--- config.mk ---
export PLATFORM = sky130hd
export DESIGN_NAME = fb_write_arb_flat
export DESIGN_NICKNAME = d
export VERILOG_FILES = /design/src/rtl/fb_write_arb_if.sv /design/src/rtl/fb_write_arb.sv /design/src/flat_wrapper.sv
export SDC_FILE = /design/constraint.sdc
export NUM_CORES = 1
export LEC_CHECK = 0
export ABC_CLOCK_PERIOD_IN_PS = 3300
export BUFFER_PORTS_ARGS = -buffer_cell sky130_fd_sc_hd__buf_2
export CAP_MARGIN = 10
export CORE_ASPECT_RATIO = 0.5
export CORE_MARGIN = 3
export CORE_UTILIZATION = 45
export DETAILED_ROUTE_END_ITERATION = 12
export HOLD_SLACK_MARGIN = 0.02
export PLACE_DENSITY = 0.75
export SYNTH_ARGS = -nofsm -noshare
export SYNTH_HDL_FRONTEND = slang
export SYNTH_SLANG_ARGS = --single-unit
--- constraint.sdc ---
create_clock -name CLOCK_50 -period 3.3 [get_ports CLOCK_50]
set_clock_uncertainty 0.15 [all_clocks]
set_input_delay 0.33 -clock CLOCK_50 [delete_from_list [all_inputs] [get_ports CLOCK_50]]
set_output_delay 0.33 -clock CLOCK_50 [all_outputs]
set_load 0.05 [all_outputs]
--- src/rtl/fb_write_arb_if.sv ---
// ============================================================================
//  Module : fb_write_arb_if
//  Brief  : Request/accept and framebuffer-write bundle for fb_write_arb.
//           master = requester/observer side, slave = arbiter side.
//  Rev    : 1.0  initial release
// ============================================================================
`default_nettype none

interface fb_write_arb_if #(
  parameter int AW = 16,
  parameter int DW = 24
);
  // CPU write path
  logic          m0_valid;
  logic          m0_ready;
  logic [AW-1:0] m0_adr;
  logic [DW-1:0] m0_d;
  // Text blitter
  logic          m1_valid;
  logic          m1_ready;
  logic [AW-1:0] m1_adr;
  logic [DW-1:0] m1_d;
  // Registered framebuffer write port
  logic          fb_we;
  logic [AW-1:0] fb_wadr;
  logic [DW-1:0] fb_d;

  modport master (
    output m0_valid, m0_adr, m0_d,
    output m1_valid, m1_adr, m1_d,
    input  m0_ready, m1_ready,
    input  fb_we, fb_wadr, fb_d
  );

  modport slave (
    input  m0_valid, m0_adr, m0_d,
    input  m1_valid, m1_adr, m1_d,
    output m0_ready, m1_ready,
    output fb_we, fb_wadr, fb_d
  );
endinterface

`default_nettype wire

--- src/rtl/fb_write_arb.sv ---
// ============================================================================
//  Module : fb_write_arb
//  Brief  : Round-robin arbiter with bounded burst sharing the single
//           framebuffer write port between the CPU (m0) and the text
//           blitter (m1). One registered pixel write per clock.
//  Rev    : 1.0  initial release
// ============================================================================
`default_nettype none

module fb_write_arb #(
  parameter  int AW    = 16,
  parameter  int DW    = 24,
  parameter  int BURST = 4,
  localparam int CW    = $clog2(BURST + 1)
) (
  input  wire logic          CLOCK_50,
  input  wire logic          rst,        // asynchronous, active low
  input  wire logic          hold,
  fb_write_arb_if.slave      bus,
  output logic [1:0]         owner,
  output logic [CW-1:0]      burst_cnt
);

  typedef enum logic [1:0] {
    S_IDLE = 2'd0,
    S_OWN0 = 2'd1,
    S_OWN1 = 2'd2
  } state_t;

  localparam logic [CW-1:0] c_burst = CW'(BURST);

  state_t        state_q, state_d;
  logic [CW-1:0] cnt_q, cnt_d;
  logic          last_q, last_d;    // id of the most recently granted requester

  logic          fb_we_q;
  logic [AW-1:0] fb_wadr_q;
  logic [DW-1:0] fb_d_q;

  logic          w_grant0;
  logic          w_grant1;
  logic [CW-1:0] w_cnt_inc;

  // Grant selection: the owner keeps the port until its burst is spent while
  // the other side waits; from IDLE a tie goes to whoever was not served last.
  // Grants are also suppressed while reset is asserted.
  always_comb begin
    w_grant0 = 1'b0;
    w_grant1 = 1'b0;
    if (rst && !hold) begin
      case (state_q)
        S_OWN0: begin
          if (bus.m0_valid && ((cnt_q < c_burst) || !bus.m1_valid)) w_grant0 = 1'b1;
          else if (bus.m1_valid)                                    w_grant1 = 1'b1;
        end
        S_OWN1: begin
          if (bus.m1_valid && ((cnt_q < c_burst) || !bus.m0_valid)) w_grant1 = 1'b1;
          else if (bus.m0_valid)                                    w_grant0 = 1'b1;
        end
        default: begin
          if (bus.m0_valid && bus.m1_valid) begin
            if (last_q) w_grant0 = 1'b1;
            else        w_grant1 = 1'b1;
          end else if (bus.m0_valid) begin
            w_grant0 = 1'b1;
          end else if (bus.m1_valid) begin
            w_grant1 = 1'b1;
          end
        end
      endcase
    end
  end

  // Burst counter increment, saturating at BURST for a lone requester
  always_comb begin
    w_cnt_inc = (cnt_q >= c_burst) ? c_burst : cnt_q + CW'(1);
  end

  // Next arbitration state; hold freezes everything
  always_comb begin
    state_d = state_q;
    cnt_d   = cnt_q;
    last_d  = last_q;
    if (!hold) begin
      if (w_grant0) begin
        state_d = S_OWN0;
        cnt_d   = (state_q == S_OWN0) ? w_cnt_inc : CW'(1);
        last_d  = 1'b0;
      end else if (w_grant1) begin
        state_d = S_OWN1;
        cnt_d   = (state_q == S_OWN1) ? w_cnt_inc : CW'(1);
        last_d  = 1'b1;
      end else begin
        state_d = S_IDLE;
        cnt_d   = '0;
      end
    end
  end

  // Arbitration state registers; last resets to 1 so m0 wins the first tie
  always_ff @(posedge CLOCK_50 or negedge rst) begin
    if (!rst) begin
      state_q <= S_IDLE;
      cnt_q   <= '0;
      last_q  <= 1'b1;
    end else begin
      state_q <= state_d;
      cnt_q   <= cnt_d;
      last_q  <= last_d;
    end
  end

  // Output register: capture the winning write; address/data hold when idle
  always_ff @(posedge CLOCK_50 or negedge rst) begin
    if (!rst) begin
      fb_we_q   <= 1'b0;
      fb_wadr_q <= '0;
      fb_d_q    <= '0;
    end else begin
      fb_we_q <= w_grant0 | w_grant1;
      if (w_grant0) begin
        fb_wadr_q <= bus.m0_adr;
        fb_d_q    <= bus.m0_d;
      end else if (w_grant1) begin
        fb_wadr_q <= bus.m1_adr;
        fb_d_q    <= bus.m1_d;
      end
    end
  end

  assign bus.m0_ready = w_grant0;
  assign bus.m1_ready = w_grant1;
  assign bus.fb_we    = fb_we_q;
  assign bus.fb_wadr  = fb_wadr_q;
  assign bus.fb_d     = fb_d_q;
  assign owner        = state_q;
  assign burst_cnt    = cnt_q;

endmodule

`default_nettype wire
--- src/flat_wrapper.sv ---
// flat-port wrapper written by rule: the top's interface ports become plain ports
module fb_write_arb_flat 
#(
  parameter  int AW    = 16,
  parameter  int DW    = 24,
  parameter  int BURST = 4,
  localparam int CW    = $clog2(BURST + 1)
)
  (CLOCK_50, rst, hold, owner, burst_cnt, bus_m0_valid, bus_m0_adr, bus_m0_d, bus_m1_valid, bus_m1_adr, bus_m1_d, bus_m0_ready, bus_m1_ready, bus_fb_we, bus_fb_wadr, bus_fb_d);
  fb_write_arb_if #(.AW(AW), .DW(DW)) bus_i ();
  input  wire logic CLOCK_50;
  input  wire logic rst;
  input  wire logic hold;
  output logic [1:0] owner;
  output logic [CW-1:0] burst_cnt;
  input wire logic [$bits(bus_i.m0_valid)-1:0] bus_m0_valid;
  input wire logic [$bits(bus_i.m0_adr)-1:0] bus_m0_adr;
  input wire logic [$bits(bus_i.m0_d)-1:0] bus_m0_d;
  input wire logic [$bits(bus_i.m1_valid)-1:0] bus_m1_valid;
  input wire logic [$bits(bus_i.m1_adr)-1:0] bus_m1_adr;
  input wire logic [$bits(bus_i.m1_d)-1:0] bus_m1_d;
  output wire logic [$bits(bus_i.m0_ready)-1:0] bus_m0_ready;
  output wire logic [$bits(bus_i.m1_ready)-1:0] bus_m1_ready;
  output wire logic [$bits(bus_i.fb_we)-1:0] bus_fb_we;
  output wire logic [$bits(bus_i.fb_wadr)-1:0] bus_fb_wadr;
  output wire logic [$bits(bus_i.fb_d)-1:0] bus_fb_d;
  assign bus_i.m0_valid = bus_m0_valid;
  assign bus_i.m0_adr = bus_m0_adr;
  assign bus_i.m0_d = bus_m0_d;
  assign bus_i.m1_valid = bus_m1_valid;
  assign bus_i.m1_adr = bus_m1_adr;
  assign bus_i.m1_d = bus_m1_d;
  assign bus_m0_ready = bus_i.m0_ready;
  assign bus_m1_ready = bus_i.m1_ready;
  assign bus_fb_we = bus_i.fb_we;
  assign bus_fb_wadr = bus_i.fb_wadr;
  assign bus_fb_d = bus_i.fb_d;
  fb_write_arb #(.AW(AW), .DW(DW), .BURST(BURST)) u_core (.CLOCK_50(CLOCK_50), .rst(rst), .hold(hold), .bus(bus_i), .owner(owner), .burst_cnt(burst_cnt));
endmodule
==> Word level (Yosys, flattened, before mapping) <==
Index checks and enable logic that the tools add are counted.
{ "op_classes": {"shifts": 0, "eq_ne": 2, "addsub": 1, "magnitude_cmp": 2, "bitwise_logic": 2, "mul": 0, "n_mux": 28, "div": 0, "n_reduce_logical": 11} }
{ "ops": {"columns": ["cell", "n"], "rows": [
  ["$mux W24", 2],
  ["$mux W16", 2],
  ["$mux W1", 15],
  ["$mux W3", 5],
  ["$logic_and A1 B1 Y1", 4],
  ["$mux W2", 2],
  ["$pmux W1 S2", 2],
  ["$add A3 B1 Y3 const B", 1],
  ["$ge A3 B3 Y1 const B", 1],
  ["$logic_not A1 Y1", 3],
  ["$lt A3 B3 Y1 const B", 1],
  ["$eq A2 B1 Y1 const B", 1],
  ["$eq A2 B2 Y1 const B", 1],
  ["$logic_or A1 B1 Y1", 2],
  ["$reduce_and A2 Y1", 1],
  ["$reduce_bool A2 Y1", 1],
  ["$not A1 Y1", 1],
  ["$or A1 B1 Y1", 1]
]} }
{ "totals": {"in_bits": 85, "latch_bits": 0, "ff_bits": 47, "ram_bits": 0, "romBits": 0, "n_memories": 0, "elab_cells": 52, "out_inout_bits": 48} }

==> Logic depth before layout (Yosys ltp) <==
Gate-level depths: netlist (run 1).
{ "depth": {"word_depth": 8, "ltp_mapped": 9, "mapped_depth_nobuf": 7} }

==> Worst setup path after synthesis (run 1) <==
No wires, ideal clock.
{ "synth_timing": {"kind": "reg-to-output", "from": "reg u_core.state_q[0], in the netlist u_core.owner[0]", "to": "out bus_m0_ready", "t_arrival_ns": 2.179, "required_ns": 2.820, "path_stages_with_launch": 9, "slack_ns": 0.641, "path_buffers": 2, "path_cell_list": "dfrtp_1 > inv_1 > ha_1 > buf_2 > or4b_4 > o31ai_4 > or2_1 > buf_4 > inv_2"} }
{ "synth_via": {"elab_chain_cells": 3, "word_cells_on_any_way": 4, "cone_classes": "eq/ne: 2; mux: 2"} }
{ "synth_rtl": {"columns": ["element", "line_no", "rtl"], "rows": [
  ["start: declaration", "fb_write_arb.sv:32", "state_t state_q, state_d;"],
  ["start signal: assignment", "fb_write_arb.sv:107", "state_q <= state_d;"],
  ["$eq A2 B2 Y1 / $eq A2 B1 Y1 (equally long branches)", "fb_write_arb.sv:51", "case (state_q)"],
  ["$pmux W1 S2 *", "fb_write_arb.sv:51", null],
  ["$mux W1 *", "fb_write_arb.sv:50", "if (rst && !hold) begin"],
  ["end: declaration", "flat_wrapper.sv:22", "output wire logic [$bits(bus_i.m0_ready)-1:0] bus_m0_ready;"]
]} }
Mark *: on every way between the ends. The rest lies on a longest branch, timed or not.

==> Final worst setup path (run 1) <==
Same ends and word-level chain as after synthesis.

==> results of run 1 <==
-- registers in the layout (all words and copies together) (netlist names) --
name / count
u_core.bus.fb_wadr: 16
u_core.bus.fb_we: 1
u_core.bus.fb_d: 24
u_core.burst_cnt: 3
u_core.last_q: 1
u_core.owner: 2
-- routing by layer --
layer	global-route usage	share of wire	vias to the layer above
met5	0	0	-
met1	0.3211	0.43	1451
met4	0.06522	0.0043	0
met3	0.05478	0.078	5
li1	-	-	1386
met2	0.4342	0.49	143
-- placed cells by master (no fill, tap or decap), types with 2 or more instances in the layout --
cell,n
clkbuf_16,5
buf_2,132
nor2_1,2
a21oi_1,2
buf_4,13
bufinv_16,2
nor3_1,40
nand4_1,40
a31oi_1,42
nand2_1,2
or2_1,2
dfrtp_1,46
o31ai_1,40
inv_1,7
ha_1,4
-- through the flow --
| step | std cells | area [sq um] | util |
|---|---|---|---|
| after detailed placement | 471 | 3406 | 0.6045 |
| after global routing | 479 | 3595 | 0.6380 |
| after global placement | 471 | 3406 | 0.6045 |
| after floorplan | 293 | 2685 | - |
| final | 479 | 3595 | 0.6380 |
| after CTS | 479 | 3595 | 0.6380 |
-- worst register-to-register path, delay by kind of cell (launching register included) --
kind                       cells  cell delay (ps)
adders and majority gates      1              540
AOI/OAI and AO/OA              2              320
DFF                            1              360
buffers and inverters          2              420
and+or+nand+nor                2              790
-- power breakdown --
group / internal, uW / switching (uW)
logic: 502 / 1530
clock network: 435 / 221
registers: 852 / 173
total: 1790 / 1920
-- cell families (layout without fill, tap and decap cells) --
kind of cell | Yosys count | in the layout | share of synthesized area
AND/OR/NAND/NOR | 98 | 98 | 0.2120
AO/OA/AOI/OAI | 96 | 96 | 0.2521
buffers and inverters | 48 | 161 | 0.07875
flip-flops | 47 | 47 | 0.4385
adder cells (fa/ha/maj) | 4 | 4 | 0.01864
-- path summary, 6_finish.rpt --
check / endpoint / depth (start not counted)
max: bus_m0_ready / 7
min: u_core.bus.fb_wadr[13] / 2
max reg2reg: u_core.bus.fb_wadr[1] / 7
min reg2reg: u_core.bus.fb_d[6] / 2
max in group asynchronous: u_core.bus.fb_d[7] / 2
min in group CLOCK_50: u_core.bus.fb_wadr[4] / 3
-- cell type report --
cell class | count | area, sq um | share of cell area
timing repair buffer | 145 | 758.2 | 0.2109
tap | 73 | 91.34 | 0.02541
inverter | 8 | 30.03 | 0.008354
clock inverter | 2 | 60.06 | 0.01671
sequential | 47 | 1177 | 0.3275
clock buffer | 6 | 128.9 | 0.03585
multi-input combinational | 198 | 1349 | 0.3752
==> out/metrics.cfg, run 1 <==
[status]
outcome=finished clean

[setup_path]
crit_fanout=9
critPathLaunchType=register
cp.arrival_ps=2240
critPathTopFamily=simple AND/OR/NAND/NOR gates
cp-end-kind=output port
required_ps=2820
slowest_stage=or4b_4
path_cells=inv_1 -> ha_1 -> or4b_4 -> o31ai_4 -> or2_1 -> inv_2 -> buf_2
worst-path-buf-inv=3
cp-startpoint=u_core.owner[0]
max_stage_delay_ps=560
ff2ff_setup_slack_ps=630
worstReg2RegStart=u_core.owner[0]
path_class=register to output port

[final_layout]
fillCellCount=480
drive_above_1_share=0.3966
antenna_cells=0
area_growth_pct=33.88
fin_nets=494

[sta]
hold_violations=0
worst_slew_pin_slew_ps=684.1
finalSetupTns_ps=0
min_period_ps=2716
rsz0062_at_grt=no
final.setup.worst_slack_ps=583.9
timing.hold.ws_ps=74.38
slew_headroom=0.5425
slew_violations=0
period_share=0.8231
setup_viol=0
max_freq_mhz=368.2

[place]
dp_worst_setup_slack_ps=608.1
io_buffers=132
routabilityCongestion=0.8385
dp_hpwl_mm=5.949

[pwr]
peakVddDrop_v=0.0005944
fin_total_pwr_uw=3713
power_density_mw_per_mm2=1033
leakagePower_uw=0.001568

[detailed_routing]
vias=2985
viasPerCell=6.232
first_iter_violations=288
drc=0
antenna_left=0
drtPass1Iterations=4
routedWlPerCell_microns=18.37
finalWirelength_mm=8.799

[global_routing]
grt_max_degree=48
antenna_found_initial=0
grt_pass1_wl_mm=13.90
grt_pass1_vias=2912
grt-ovfl-total=0
grt_usage=0.2487

[logic_synthesis]
yosys.cell_types.count=38
syn-num-nets=382
synth_ff_type=dfrtp_1
syn_avg_cell_area_sq_um=9.164
synth_warnings=0
synthTopCellsByArea=dfrtp_1 43%, o31ai_1 11%, a31oi_1 9.8%
synth_most_common_cell=dfrtp_1
yosys.area.top_type=dfrtp_1
async_flop_share=1.000
synth_top_cell_area_share=0.4287
synth_edf_count=0
synthCells=293
ys_ff_latch=47
synth.top_cells.by_count=46 x dfrtp_1, 42 x a31oi_1, 40 x nand4_1, 40 x nor3_1, 40 x o31ai_1
syn_area_sq_mm=0.002685
seq_area_frac_synth=0.4385

[clock_network]
htree_num_levels=2
cts-buffers-inserted=5
clk_path_buf_depth=2
postCtsSetupRepairBufs=0
cts_tree=done
root_buffer=clkbuf_16
clock_latency_ps=290
cts_hold_buf=0
cts_num_sinks=47
cts_resized=0
clk_pin_slew_ps=60

[floorplan]
core_sq_mm=0.005634
floorplan.rows=19
die_h_microns=60.62
dieArea_sq_mm=0.006986
pin_count=133
die_w_microns=115.2
initial_core_util=0.4766

[min_path]
hold_path.class=input pin to async pin

[job]
maxCapViolations=0

Power figures use the tool's default switching activity.
==> run 2: changes to the inputs <==
ABC_CLOCK_PERIOD_IN_PS = 2800   (was 3300)
clock period = 2.8 ns   (was 3.3 ns; I/O delays follow)
==> out/metrics.cfg, run 2 (same netlist as run 1, synthesis figures left out) <==
[global_routing]
grt_pass1_vias=3042  ; was 2912
grt-ovfl-total=0  ; unchanged
use_met3=0.06275  ; was 0.05478
busiest_layer=met2  ; unchanged
grt_usage=0.2577  ; was 0.2487
grt_max_degree=45  ; was 48
antenna_found_initial=0  ; unchanged
grt.met1_usage=0.3306  ; was 0.3211
grt_use_met2=0.4457  ; was 0.4342
grt_pass1_wl_mm=14.35  ; was 13.90 mm

[pwr]
p_int_uw=1997  ; was 1788 uW
peakVddDrop_v=0.0005757  ; was 0.0005944 V
switching_share=0.5316  ; was 0.5184
fin_total_pwr_uw=4263  ; was 3713 uW
power_density_mw_per_mm2=1185  ; was 1033 mW/mm^2
p_clk_frac=0.147  ; was 0.177
comb_power_share=0.572  ; was 0.548
p_switching_uw=2266  ; was 1925 uW
leakagePower_uw=0.001572  ; was 0.001568 uW
power_frac_seq=0.281  ; was 0.276

[floorplan]
die_h_microns=60.62  ; unchanged
floorplan.rows=19  ; unchanged
die_w_microns=115.2  ; unchanged
core_sq_mm=0.005634  ; unchanged
dieArea_sq_mm=0.006986  ; unchanged
pin_count=133  ; unchanged
initial_core_util=0.4766  ; unchanged

[place]
dp_hpwl_mm=6.026  ; was 5.949 mm
routabilityCongestion=0.8104  ; was 0.8385
io_buffers=132  ; unchanged
dp_cells=473  ; was 471

[sta]
finalSetupTns_ps=0  ; unchanged
hold_violations=0  ; unchanged
min_period_ps=2588
period_share=0.9242
rsz0062_at_grt=no  ; unchanged
slew_headroom=0.6709  ; was 0.5425
worst_slew_pin_slew_ps=493.6  ; was 684.1 ps
setup_viol=0  ; unchanged
max_freq_mhz=386.4
slew_violations=0  ; unchanged

[setup_path]
path_cells=inv_1 -> ha_2 -> or4b_4 -> o31ai_4 -> or2_1 -> inv_2 -> buf_2  ; was inv_1 -> ha_1 -> or4b_4 -> o31ai_4 -> or2_1 -> inv_2 -> buf_2
critPathTopFamily=simple AND/OR/NAND/NOR gates  ; unchanged
required_ps=2370  ; was 2820 ps
cp-end-kind=output port  ; unchanged
critPathLaunchType=register  ; unchanged
cp.arrival_ps=2160  ; was 2240 ps
worst-path-buf-inv=3  ; unchanged
path_class=register to output port  ; unchanged
crit_fanout=9  ; unchanged
worstReg2RegStart=u_core.owner[0]  ; unchanged
max_stage_delay_ps=520  ; was 560 ps
cp-startpoint=u_core.owner[0]  ; unchanged
slowest_stage=or4b_4  ; unchanged

[final_layout]
fillCellCount=486  ; was 480
layout_common_cells=132 x buf_2, 46 x dfrtp_1, 42 x a31oi_1  ; unchanged
final_cells=483  ; was 479
area.sequential_sq_mm=0.001177  ; unchanged
antenna_cells=0  ; unchanged
multi_input_area_sq_mm=0.001351  ; was 0.001349 sq mm
drive_above_1_share=0.4024  ; was 0.3966
largest_reg_flops=24  ; unchanged
final_common_cell=buf_2  ; unchanged
area_growth_pct=33.97  ; was 33.88%
post-route-util=0.6385  ; was 0.6380
fin_nets=498  ; was 494

[status]
outcome=finished clean  ; unchanged

[min_path]
min_from=bus_m1_adr[6]
hold_path.class=input pin to register  ; was input pin to async pin

[clock_network]
cts_num_sinks=47  ; unchanged
clk_path_buf_depth=2  ; unchanged
clock_latency_ps=280  ; was 290 ps
cts-buffers-inserted=5  ; unchanged
root_buffer=clkbuf_16  ; unchanged
cts_tree=done  ; unchanged
clk_pin_slew_ps=60  ; about the same
htree_num_levels=2  ; unchanged

[detailed_routing]
routedWlPerCell_microns=18.80  ; was 18.37 microns
viasPerCell=6.193  ; was 6.232
antenna_left=0  ; unchanged
finalWirelength_mm=9.081  ; was 8.799 mm
first_iter_violations=256  ; was 288
vias=2991  ; was 2985
drtPass1Iterations=4  ; unchanged
drc=0  ; unchanged

[job]
maxCapViolations=0  ; unchanged

==> run 2: cell count changes in the layout (fill, tap and decap cells not counted), sizes merged <==
| cell | change |
|---|---|
| buf | +3 |
| bufinv | -2 |
| clkbuf | +2 |
| dlygate4sd3 | +1 |
==> run 2: metrics by stage <==
stage               hold slack (ps)  setup slack (ps)  instance area [sq um]
floorplan                    -165.6             191.5                   2685
global placement             -55.74             302.7                   3421
detailed placement           -57.64             202.1                   3421
CTS                           114.5             208.0                   3597
global route                  117.4             129.5                   3597
finish                        115.5             212.3                   3597
==> run 2: worst min-delay path: cells and delay by family <==
kind	cells	cell delay, ps
buffers and inverters	1	90
AOI/OAI and AO/OA	1	70
and+or+nand+nor	1	60
==> run 2: final cells by class <==
| type | instances | share of cell area |
|---|---|---|
| Inverter | 8 | 0.008348 |
| Timing Repair Buffer | 149 | 0.2198 |
| Tap cell | 73 | 0.02539 |
| Sequential cell | 47 | 0.3273 |
| Clock buffer | 8 | 0.04348 |
| Multi-Input combinational cell | 198 | 0.3757 |
==> run 2: routing by layer <==
| layer | part of all wire | vias to the layer above |
|---|---|---|
| li1 | - | 1395 |
| met1 | 0.43 | 1452 |
| met2 | 0.49 | 138 |
| met3 | 0.078 | 6 |
| met4 | 0.0044 | 0 |
| met5 | 0 | - |
==> run 2: final timing paths <==
check	end	slack, ps	cells after the start
max in group asynchronous	u_core.bus.fb_d[4]	1750	3
setup reg to reg	u_core.bus.fb_d[16]	340	8
setup / recovery	bus_m0_ready	210	7
min in group asynchronous	u_core.burst_cnt[0]	190	2
hold / removal	u_core.bus.fb_wadr[6]	120	3
hold reg to reg	u_core.bus.fb_wadr[6]	410	2
==> run 2: power groups by stage <==
stage | clock [uW] | combinational, uW | sequential [uW]
floorplan | 0 | 697 | 2280
global placement | 0 | 2370 | 1190
detailed placement | 0 | 2430 | 1200
CTS | 634 | 2440 | 1190
global route | 662 | 2580 | 1230
finish | 627 | 2440 | 1200
==> run 2: what timing repair did <==
action                                  4_1_cts  5_1_grt
hold buffers                                  1        0
resized for setup                             1        0
hold endpoints to repair                     46        0
endpoints found under the setup margin        1        0
buffers inserted                              1        0
==> run 3: changes to the inputs <==
CTS_BUF_LIST = sky130_fd_sc_hd__clkbuf_4 sky130_fd_sc_hd__clkbuf_8 sky130_fd_sc_hd__clkbuf_16   (was default)
==> out/metrics.cfg, run 3 (same netlist as run 1, synthesis figures left out) <==
[place]
dp_worst_setup_slack_ps=202.1  ; unchanged
routabilityCongestion=0.8104  ; unchanged
io_buffers=132  ; unchanged
dp_cells=473  ; unchanged
dpl-instance-area_sq_mm=0.003421  ; unchanged
dp_hpwl_mm=6.026  ; unchanged

[final_layout]
fillCellCount=487  ; was 486
largest_reg_flops=24  ; unchanged
design_area_sq_mm=0.003601  ; was 0.003597 sq mm
fin_nets=498  ; unchanged
drive_above_1_share=0.4049  ; was 0.4024
area.sequential_sq_mm=0.001177  ; unchanged
layout_common_cells=132 x buf_2, 46 x dfrtp_1, 42 x a31oi_1  ; unchanged
final_cells=483  ; unchanged
area_growth_pct=34.11  ; was 33.97%
final_common_cell=buf_2  ; unchanged
multi_input_area_sq_mm=0.001351  ; unchanged
antenna_cells=0  ; unchanged
post-route-util=0.6391  ; was 0.6385

[clock_network]
clk_path_buf_depth=2  ; unchanged
cts_tree=done  ; unchanged
clk_pin_slew_ps=60  ; about the same
cts_num_sinks=47  ; unchanged
htree_num_levels=2  ; unchanged
root_buffer=clkbuf_16  ; unchanged
clock_latency_ps=280  ; about the same
cts-buffers-inserted=5  ; unchanged

[global_routing]
grt-ovfl-total=0  ; unchanged
grt_usage=0.2577  ; unchanged
grt_pass1_vias=3042  ; unchanged
antenna_found_initial=0  ; unchanged
grt_max_degree=45  ; unchanged
grt_pass1_wl_mm=14.35  ; unchanged

[detailed_routing]
met2_length_mm=4.434  ; was 4.423 mm
drtPass1Iterations=5  ; was 4
route.met3.wl_microns=730  ; was 711 microns
wl_met1_mm=3.863  ; was 3.905 mm
vias=3034  ; was 2991
first_iter_violations=255  ; was 256
drc=0  ; unchanged
antenna_left=0  ; unchanged
finalWirelength_mm=9.062  ; was 9.081 mm
top_layer_used=met4  ; unchanged
routedWlPerCell_microns=18.76  ; was 18.80 microns
viasPerCell=6.282  ; was 6.193

[pwr]
leakagePower_uw=0.001575  ; was 0.001572 uW
power_density_mw_per_mm2=1187  ; was 1185 mW/mm^2
peakVddDrop_v=0.0005768  ; was 0.0005757 V

[floorplan]
floorplan.rows=19  ; unchanged
pin_count=133  ; unchanged
initial_core_util=0.4766  ; unchanged
dieArea_sq_mm=0.006986  ; unchanged
die_w_microns=115.2  ; unchanged
core_sq_mm=0.005634  ; unchanged
die_h_microns=60.62  ; unchanged

[sta]
slew_violations=0  ; unchanged
rsz0062_at_grt=no  ; unchanged
min_period_ps=2590  ; was 2588 ps
setup_viol=0  ; unchanged
hold_violations=0  ; unchanged
period_share=0.9251  ; was 0.9242
final.setup.worst_slack_ps=209.6  ; was 212.3 ps
max_freq_mhz=386.0  ; was 386.4 MHz
finalSetupTns_ps=0  ; unchanged
slew_headroom=0.6705  ; was 0.6709
worst_slew_pin_slew_ps=494.3  ; was 493.6 ps

[setup_path]
cp-end-kind=output port  ; unchanged
ff2ff_setup_slack_ps=320  ; was 340 ps
crit_fanout=9  ; unchanged
critPathLaunchType=register  ; unchanged
required_ps=2370  ; about the same
cp.arrival_ps=2160  ; about the same
path_class=register to output port  ; unchanged

[job]
maxCapViolations=0  ; unchanged

[status]
outcome=finished clean  ; unchanged

[min_path]
hold_path.class=input pin to register  ; unchanged

==> run 3: cell counts in the layout (fill, tap and decap cells not counted) <==
No cell type changed its count.
==> run 3: final cells by class <==
class                           instances  share of cell area
Multi-Input combinational cell        198              0.3753
Sequential cell                        47              0.3270
Timing Repair Buffer                  149              0.2196
Clock buffer                            8             0.04448
Tap cell                               73             0.02536
Inverter                                8            0.008339
==> run 3: timing repair <==
action,4_1_cts,5_1_grt
gates resized for setup,1,0
endpoints found under the setup margin,1,0
hold endpoints to repair,46,0
buffers inserted,1,0
hold buffers,1,0
==> run 3: metal layers <==
metal | up-vias | global-route usage
met5 | - | 0
met4 | 0 | 0.07191
met3 | 4 | 0.06275
met2 | 154 | 0.4457
met1 | 1482 | 0.3306
li1 | 1394 | -
==> run 3: worst max-delay path, stage by stage (launching register included) <==
cell and delay [ps]:
dfrtp_1 390, inv_1 90, ha_2 360, or4b_4 520, o31ai_4 80, or2_1 190
inv_2 40, buf_2 200
==> run 3: worst paths after layout <==
kind | cells after the start | start | end
setup / recovery | 7 | u_core.owner[0] | bus_m0_ready
min in group asynchronous | 2 | rst | u_core.burst_cnt[0]
hold / removal | 3 | bus_m1_d[7] | u_core.bus.fb_d[7]
hold reg to reg | 2 | u_core.bus.fb_wadr[4] | u_core.bus.fb_wadr[4]
max in group asynchronous | 3 | rst | u_core.bus.fb_d[4]
setup reg to reg | 8 | u_core.owner[0] | u_core.bus.fb_d[16]
==> run 3: per-stage QoR <==
stage               hold slack, ps  total power (uW)
global route                 117.4              4484
floorplan                   -165.6              2977
CTS                          114.5              4276
detailed placement          -57.64              3627
finish                       115.0              4275
global placement            -55.74              3565
==> run 3: report_power, final <==
group	internal [uW]	switching, uW
clock network	390	247
registers	1000	196
logic	612	1830
total	2010	2270
